[config.mk]
export PLATFORM = sky130hd
export DESIGN_NAME = mesh_out_deskew
export DESIGN_NICKNAME = d
export VERILOG_FILES = /design/src/rtl/mesh_pkg.sv /design/src/rtl/mesh_row_fifo.sv /design/src/rtl/mesh_out_deskew.sv
export SDC_FILE = /design/constraint.sdc
export NUM_CORES = 2
export LEC_CHECK = 0
export BUFFER_PORTS_ARGS = -buffer_cell sky130_fd_sc_hd__buf_2
export CAP_MARGIN = 20
export CORE_MARGIN = 2
export CORE_UTILIZATION = 62
export CTS_CLUSTER_SIZE = 12
export DETAILED_ROUTE_END_ITERATION = 12
export GPL_ROUTABILITY_DRIVEN = 1
export HOLD_SLACK_MARGIN = 0.1
export PLACE_DENSITY = 0.83
export SLEW_MARGIN = 20
export SYNTH_ARGS = -nofsm -noshare
export SYNTH_HDL_FRONTEND = slang
export SYNTH_HIERARCHICAL = 1
export SYNTH_SLANG_ARGS = --single-unit
[constraint.sdc]
create_clock -name CLK -period 26.4 [get_ports CLK]
set_input_delay 1.32 -clock CLK [delete_from_list [all_inputs] [get_ports CLK]]
set_output_delay 1.32 -clock CLK [all_outputs]
set_load 0.05 [all_outputs]
[src/rtl/mesh_pkg.sv]
// Shared element/row types for the 8x8 systolic mesh datapath, used by the
// input feeder, the mesh wrapper and the output deskew collector.
package mesh_pkg;

    localparam int DIM   = 8;
    localparam int OUT_W = 19;
    localparam int IDX_W = $clog2(DIM);

    typedef logic signed [OUT_W-1:0] elem_t;
    typedef elem_t [DIM-1:0]         row_t;
    typedef logic [IDX_W-1:0]        idx_t;

    typedef struct packed {
        row_t row;
        idx_t idx;
    } row_entry_t;

    // Row position within a DIM-row tile, wrapping explicitly so a
    // non-power-of-two DIM still cycles through 0..DIM-1.
    function automatic idx_t next_idx(input idx_t cur);
        return (cur == idx_t'(DIM - 1)) ? '0 : idx_t'(cur + 1'b1);
    endfunction

endpackage

[src/rtl/mesh_row_fifo.sv]
// Row FIFO behind the deskew stage: stores {row, idx} entries and exposes the
// head with a registered-state ready/valid interface.
module mesh_row_fifo
    import mesh_pkg::*;
#(
    parameter int DEPTH = 8
) (
    input  logic                     CLK,
    input  logic                     RST,
    input  logic                     push,
    input  row_entry_t               push_entry,
    input  logic                     out_ready,
    output logic                     out_valid,
    output row_entry_t               head,
    output logic [$clog2(DEPTH):0]   count,
    output logic                     overflow
);

    localparam int PTR_W = $clog2(DEPTH);
    localparam logic [PTR_W:0] FULL = (PTR_W + 1)'(DEPTH);

    row_entry_t       mem [DEPTH];
    logic [PTR_W-1:0] wr_ptr;
    logic [PTR_W-1:0] rd_ptr;
    logic [PTR_W:0]   count_q;
    logic             overflow_q;
    logic             pop;
    logic             accept;

    assign out_valid = (count_q != '0);
    assign pop       = out_valid & out_ready;
    // A full FIFO still takes a row when the head leaves in the same cycle.
    assign accept    = push & ((count_q < FULL) | pop);

    always_ff @(posedge CLK or negedge RST) begin
        if (!RST) begin
            wr_ptr     <= '0;
            rd_ptr     <= '0;
            count_q    <= '0;
            overflow_q <= 1'b0;
        end else begin
            if (accept) begin
                wr_ptr <= wr_ptr + 1'b1;
            end
            if (pop) begin
                rd_ptr <= rd_ptr + 1'b1;
            end
            case ({accept, pop})
                2'b10:   count_q <= count_q + 1'b1;
                2'b01:   count_q <= count_q - 1'b1;
                default: count_q <= count_q;
            endcase
            if (push & !accept) begin
                overflow_q <= 1'b1;
            end
        end
    end

    // Storage needs no reset: entries are only visible while counted.
    always_ff @(posedge CLK) begin
        if (accept) begin
            mem[wr_ptr] <= push_entry;
        end
    end

    assign head     = out_valid ? mem[rd_ptr] : '0;
    assign count    = count_q;
    assign overflow = overflow_q;

endmodule

[src/rtl/mesh_out_deskew.sv]
// Output-side collector for the systolic mesh: undoes the per-column skew of
// io_out_c so each row is whole in one cycle, then buffers rows for downstream.
module mesh_out_deskew
    import mesh_pkg::*;
#(
    parameter int DEPTH = 8
) (
    input  logic                     CLK,
    input  logic                     RST,
    input  logic                     in_valid,
    input  logic [DIM*OUT_W-1:0]     in_c,
    output logic                     out_valid,
    input  logic                     out_ready,
    output logic [DIM*OUT_W-1:0]     out_row,
    output logic [IDX_W-1:0]         out_idx,
    output logic                     out_last,
    output logic [$clog2(DEPTH):0]   count,
    output logic                     overflow
);

    row_t         in_row;
    row_t         aligned_row;
    logic [DIM-2:0] valid_q;
    logic         push;
    idx_t         idx_ctr;
    row_entry_t   push_entry;
    row_entry_t   head;

    assign in_row = in_c;

    // Column j arrives j cycles after column 0, so it waits DIM-1-j cycles;
    // the last column is consumed straight from the input.
    for (genvar j = 0; j < DIM; j++) begin : g_col
        localparam int STAGES = DIM - 1 - j;
        if (STAGES == 0) begin : g_direct
            assign aligned_row[j] = in_row[j];
        end else begin : g_delay
            elem_t stage_q [STAGES];
            always_ff @(posedge CLK or negedge RST) begin
                if (!RST) begin
                    for (int k = 0; k < STAGES; k++) begin
                        stage_q[k] <= '0;
                    end
                end else begin
                    stage_q[0] <= in_row[j];
                    for (int k = 1; k < STAGES; k++) begin
                        stage_q[k] <= stage_q[k-1];
                    end
                end
            end
            assign aligned_row[j] = stage_q[STAGES-1];
        end
    end

    // The valid strobe rides alongside column 0 so it lands with the full row.
    always_ff @(posedge CLK or negedge RST) begin
        if (!RST) begin
            valid_q <= '0;
        end else begin
            valid_q <= {valid_q[DIM-3:0], in_valid};
        end
    end

    assign push = valid_q[DIM-2];

    // Tile position advances even for dropped rows to stay locked to the mesh.
    always_ff @(posedge CLK or negedge RST) begin
        if (!RST) begin
            idx_ctr <= '0;
        end else if (push) begin
            idx_ctr <= next_idx(idx_ctr);
        end
    end

    assign push_entry.row = aligned_row;
    assign push_entry.idx = idx_ctr;

    mesh_row_fifo #(
        .DEPTH (DEPTH)
    ) u_fifo (
        .CLK        (CLK),
        .RST        (RST),
        .push       (push),
        .push_entry (push_entry),
        .out_ready  (out_ready),
        .out_valid  (out_valid),
        .head       (head),
        .count      (count),
        .overflow   (overflow)
    );

    assign out_row  = head.row;
    assign out_idx  = head.idx;
    assign out_last = out_valid & (head.idx == idx_t'(DIM - 1));

endmodule

# Word level (Yosys, flattened, before mapping)
# Memory sizes are Yosys's and may differ from the RTL's.
# Index checks and enable logic that the tools add are counted.
[op_classes]
muxes = 5
bitwise = 5
n_lt_le_gt_ge = 1
n_addsub = 5
reduce_logical = 3
eq_ne = 4
[op_table]
columns = ["op", "count"]
rows = [
  ["$mux W155", 1],
  ["$add A3 B1 Y3 const B", 3],
  ["$pmux W4 S2", 1],
  ["$eq A3 B3 Y1 const B", 2],
  ["$add A4 B1 Y4 const B", 1],
  ["$and A1 B1 Y1", 4],
  ["$lt A4 B4 Y1 const B", 1],
  ["$reduce_bool A4 Y1", 1],
  ["$sub A4 B1 Y4 const B", 1],
  ["$mux W3", 1],
  ["$eq A2 B1 Y1 const B", 1],
  ["$eq A2 B2 Y1 const B", 1],
  ["$mux W1", 2],
  ["$reduce_bool A2 Y1", 1],
  ["$logic_not A1 Y1", 1],
  ["$or A1 B1 Y1", 1],
]
[totals]
elab_cells = 58
ram_bits = 1240
regBits = 553
n_memories = 1
inputBits = 156
output_inout_bits = 162
[memory_table]
columns = ["name", "words", "word_bits", "rd", "rd_clocked_by_memory_dff", "wr", "line", "source"]
rows = [
  ["u_fifo.mem", 8, 155, 1, 0, 1, "mesh_row_fifo.sv:22", "row_entry_t mem [DEPTH];"],
]

# Longest topological paths before layout
[depth]
word_depth = 6
depth_mapped = 11
ltp_nobuf = 10

# Modules after synthesis
# Netlist, hierarchy kept.
[by_module_without_submodules]
columns = ["mod", "seq_area_each_um2", "cells_each", "area_each_um2", "n_inst"]
rows = [
  ["mesh_row_fifo", 37511.0, 2025, 47700.7, 1],
  ["mesh_out_deskew", 13563.0, 549, 13634.3, 1],
]

# Least setup slack after synthesis
# OpenSTA, ideal clock, no wires.
[synth_path]
path_type = "in2reg"
start = "input out_ready"
end = "memory u_fifo/mem[0][0] (netlist bit) (enable)"
t_arrival_ns = 12.375
n_path_buf = 0
required_time_ns = 25.541
cell_stages = 4
setup_ns = 0.859
slack_ns = 13.166
path_cell_list = "nand2b_1 nand2_1 or2_2 nor3_1"
[synth_between]
elab_chain_cells = 5
[synth_rtl]
columns = ["item", "line", "source"]
rows = [
  ["from (decl)", "mesh_out_deskew.sv:13", "input logic out_ready,"],
  ["$and A1 B1 Y1", "mesh_row_fifo.sv:31", "assign pop = out_valid & out_ready;"],
  ["$or A1 B1 Y1", "mesh_row_fifo.sv:33", "assign accept = push & ((count_q < FULL) | pop);"],
  ["$and A1 B1 Y1", "mesh_row_fifo.sv:33", ""],
  ["$mux W1", "mesh_row_fifo.sv:61", "if (accept) begin"],
  ["$mux W1 (not written as such)", "mesh_row_fifo.sv:62", "mem[wr_ptr] <= push_entry;"],
  ["to (decl)", "mesh_row_fifo.sv:22", ""],
]
# Every way passes these cells.

# Worst setup path after layout
[layout_path]
start = "register u_fifo.rd_ptr[0]"
end = "output out_row[100]"
[layout_between]
elab_chain_cells = 2
[layout_rtl]
columns = ["item", "line", "source"]
rows = [
  ["from (decl)", "mesh_row_fifo.sv:24", "logic [PTR_W-1:0] rd_ptr;"],
  ["from (signal assigned)", "mesh_row_fifo.sv:46", "rd_ptr <= rd_ptr + 1'b1;"],
  ["$mem_v2 Z8 W155", "n/a", ""],
  ["$mux W155", "mesh_row_fifo.sv:66", "assign head = out_valid ? mem[rd_ptr] : '0;"],
  ["to (decl)", "mesh_out_deskew.sv:14", "output logic [DIM*OUT_W-1:0] out_row,"],
]
# Every way passes these cells.

==> results_tabular.tex <==
\begin{tabular}{lr}
\hline
Metric & Value \\
\hline
\multicolumn{2}{l}{\textbf{Status}} \\
Outcome & finished, final reports clean \\
\multicolumn{2}{l}{\textbf{Setup path}} \\
End of the worst register-to-register path & u\_fifo/mem[4][64]\$\_DFFE\_PP\_ \\
Worst EP required & 25.08 ns \\
Reg2Reg Setup Slack & 22.58 ns \\
CP max-delay cell & buf\_4 \\
Delay of the slowest cell on the worst path & 0.85 ns \\
Most common cell type on the critical path & buf\_4 \\
Arrival time of the worst setup path & 5.17 ns \\
Startpoint of the worst register-to-register path & u\_fifo/count[3]\$\_DFFE\_PN0P\_ \\
Number of cell instances on the worst register-to-register path & 6 \\
Highest fanout seen on the critical path & 53 \\
Crit path launch type & register \\
Crit end category & output port \\
Worst-path cell chain & buf\_4, buf\_6, buf\_4, mux4\_2, mux2i\_1, nor2\_1, buf\_2 \\
Type of the setup path with the least slack & register to output port \\
\multicolumn{2}{l}{\textbf{STA}} \\
Relative max-transition margin & 21.9\% \\
RSZ-0062 raised after global routing & false \\
Post-Route Skew & 0.0229 ns \\
Period minus WS final & 6.49 ns \\
Final-layout setup total negative slack & 0 ns \\
Share of the clock period used by the worst path after layout & 24.6\% \\
Max-slew violations & 0 \\
Final hold violation count & 0 \\
Tightest Pin Transition & 1.17 ns \\
Fmax achieved & 154 MHz \\
Setup-violating endpoint count in the final report & 0 \\
\multicolumn{2}{l}{\textbf{Finish}} \\
Fill cell total of the finished layout & 5,426 \\
Area Growth Syn to Fin & 13.4\% \\
Layout cells sized above 1 & 28.4\% \\
Post-layout instance area & 69,600 um2 \\
Number of nets in the finished design & 3,169 \\
\multicolumn{2}{l}{\textbf{Route}} \\
Drt first pass iters & 5 \\
DRC errors left & 0 \\
Final wirelength & 124 mm \\
Number of DRC markers after the initial detailed-route iteration & 2,569 \\
Routed via count divided by cell count & 6.03 \\
Number of vias after detailed routing & 26,797 \\
Routed Antenna Nets & 0 \\
Average wire per standard cell & 27.9 um \\
\multicolumn{2}{l}{\textbf{Synthesis}} \\
Library cell with the highest instance count after synthesis & edfxtp\_1 \\
XOR/XNOR Fraction of Synth Area & 0.114\% \\
Synth Area in Simple Gates & 1.19\% \\
Synth top area share & 60.7\% \\
Combinational family with the most area after synthesis & multiplexers \\
Cells after Synth & 2,574 \\
Post-synthesis sequential area ratio & 83.3\% \\
Number of enable-type register cells in the synthesized netlist & 1,240 \\
Total of flip-flops plus latches after synthesis & 1,793 \\
Post-synth ARST share & 30.8\% \\
Area leader, netlist & edfxtp\_1 \\
Dominant register cell in the synthesized netlist & edfxtp\_1 \\
Share of synthesized cell area in full adder, half adder and majority cells & 0.143\% \\
Portion of netlist area occupied by mux cells & 14.0\% \\
Compound-Gate Fraction of Synth Area & 0.0449\% \\
Synth unique cells & 30 \\
List of most frequent post-synthesis cells & edfxtp\_1 (1,240), dfrtp\_1 (553), mux4\_2 (310) \\
Mean post-synth cell area & 23.8 um2 \\
Number of warnings issued by yosys & 6 \\
Synthesized cell area & 61,300 um2 \\
Post-Syn Nets & 2,737 \\
Largest cells by area after synthesis & edfxtp\_1 (61\%), dfrtp\_1 (23\%), mux4\_2 (11\%) \\
\multicolumn{2}{l}{\textbf{CTS}} \\
Quantity of hold-fixing buffers added after cts & 0 \\
Register clock-pin slew on the reported worst setup and hold paths & 0.06 ns \\
TritonCTS clock tree & yes \\
Root cell of the clock tree & clkbuf\_16 \\
Sink count of the clock tree & 1,793 \\
Clock latency at the later pin of the worst-skew pair & 0.77 ns \\
Total clock buffers created by CTS & 173 \\
Longest Clk Path Bufs & 3 \\
Postcts setup bufs & 0 \\
Level count of the clock H-tree & 4 \\
PostCTS Resize Cnt & 0 \\
\multicolumn{2}{l}{\textbf{GRT}} \\
Met1 global-route usage & 32.6\% \\
Global-route wire length before repair & 187 mm \\
Initial antenna violation count & 12 \\
Vias in the first global route & 29,569 \\
Most Used Layer, Global Route & met2 \\
Overall routing resource usage & 25.3\% \\
Met3 track utilization from global routing & 5.34\% \\
Largest net degree at the start of global routing & 157 \\
Met2 usage in global routing & 43.2\% \\
Overflow left after global routing & 0 \\
\multicolumn{2}{l}{\textbf{Worst hold path}} \\
Launch instance of the worst min-delay path & g\_col[4].g\_delay.stage\_q[24]\$\_DFF\_PN0\_ \\
Class of the most critical hold timing path & register to register \\
Hold-critical path endpoint & aligned\_row[81]\$\_DFF\_PN0\_ \\
Hold Path Depth & 0 \\
\multicolumn{2}{l}{\textbf{Floorplanning}} \\
Vert. Die Dim & 319 um \\
Area of the core region & 98,300 um2 \\
Site row count & 115 \\
Initial cell density of the core & 62.4\% \\
Die outline width & 319 um \\
Total I/O pin count & 318 \\
Die area & 101,000 um2 \\
\multicolumn{2}{l}{\textbf{Job}} \\
Max cap viols & 0 \\
\multicolumn{2}{l}{\textbf{Placement}} \\
I/O Buffers & 317 \\
Dpl hpwl & 62.6 mm \\
Placed inst area & 64,300 um2 \\
Final RePlAce weighted congestion & 0.725 \\
\multicolumn{2}{l}{\textbf{Power}} \\
Ratio of total power to cell area & 121 nW/um2 \\
Pleak & 25.1 nW \\
Maximum vdd drop & 116 uV \\
\hline
\end{tabular}
[worst max-delay path by stage]
| stage | startpoint | end |
|---|---|---|
| after CTS | u_fifo/rd_ptr[0]$_DFFE_PN0P_ | out_row[100] |
| after detailed placement | u_fifo/rd_ptr[0]$_DFFE_PN0P_ | out_row[100] |
| after global placement | u_fifo/rd_ptr[0]$_DFFE_PN0P_ | out_row[100] |
| after global routing | u_fifo/rd_ptr[0]$_DFFE_PN0P_ | out_row[94] |
| after floorplan | out_ready | u_fifo/mem[0][0]$_DFFE_PP_ |
| final | u_fifo/rd_ptr[0]$_DFFE_PN0P_ | out_row[100] |
[cell families (layout without fill, tap and decap cells)]
| kind of cell | count (synthesis) | in the layout |
|---|---|---|
| muxes | 472 | 472 |
| AOI/OAI and AO/OA | 4 | 4 |
| xor gates and xnor gates | 8 | 8 |
| and+or+nand+nor | 182 | 182 |
| DFF | 1793 | 1793 |
| buffers and inverters | 108 | 688 |
| other | 0 | 2 |
| adders and majority gates | 7 | 7 |
[routing by layer]
metal | vias to the layer above | share of wire [%]
met1 | 14371 | 38
met2 | 1058 | 53
met4 | 22 | 3.1
li1 | 11086 | -
met3 | 260 | 6.5
met5 | - | 0.11
[registers in the layout, indices dropped and copies added, names as in the netlist]
name and flops:
aligned_row 114, g_col.g_delay.stage_q 418, idx_ctr 3, u_fifo/count 4, u_fifo/mem 1240, u_fifo/overflow 1
u_fifo/rd_ptr 3, u_fifo/wr_ptr 3, valid_q 7
[through the flow]
stage | setup slack, ns | hold slack, ns | instances | total power [W] | util (%)
floorplan | 13.17 | 0.331 | 2574 | 0.00553 | -
finish | 19.91 | 0.332 | 4443 | 0.00841 | 70.8
global route | 19.39 | 0.347 | 4441 | 0.00870 | 70.8
CTS | 19.39 | 0.332 | 4440 | 0.00848 | 70.8
detailed placement | 20.28 | 0.335 | 4117 | 0.00614 | 65.4
global placement | 20.38 | 0.332 | 4117 | 0.00607 | 65.4
[final cells by class]
type	instances	area, um2	share of cell area [%]
clock inverter	19	231	0.333
multi-input combinational	673	9590	13.8
clock buffer	304	5060	7.27
tap	1287	1610	2.31
inverter	2	7.51	0.0108
sequential	1793	51100	73.4
antenna	2	5.00	0.00719
timing repair buffer	363	2000	2.87
[cells in the final DEF (no fill, tap or decap), types with 7 or more instances in the layout]
master     synthesis  final
buf_2             35    316
nor2_1           163    157
edfxtp_1        1240   1240
clkbuf_8           0     11
buf_4              9     40
clkbuf_16          0    179
clkbuf_1          28    114
mux2i_1          156    156
ha_1               7      7
dfrtp_1          553    550
mux4_2           310    310
[report_power, final]
group	total, W	switching, W	internal (W)	leakage [nW]
clock network	0.00231	0.00100	0.00131	2.52
logic	0.00261	0.00179	0.000826	4.93
registers	0.00348	0.000143	0.00334	17.7
[worst max-delay path, delay by kind of cell, from the launching register on]
family                 cells  cell delay (ns)
DFF                        1             0.80
and+or+nand+nor            1             0.07
buffers and inverters      4             2.53
muxes                      2             0.80
No activity file was read; power rests on OpenSTA's default activity.
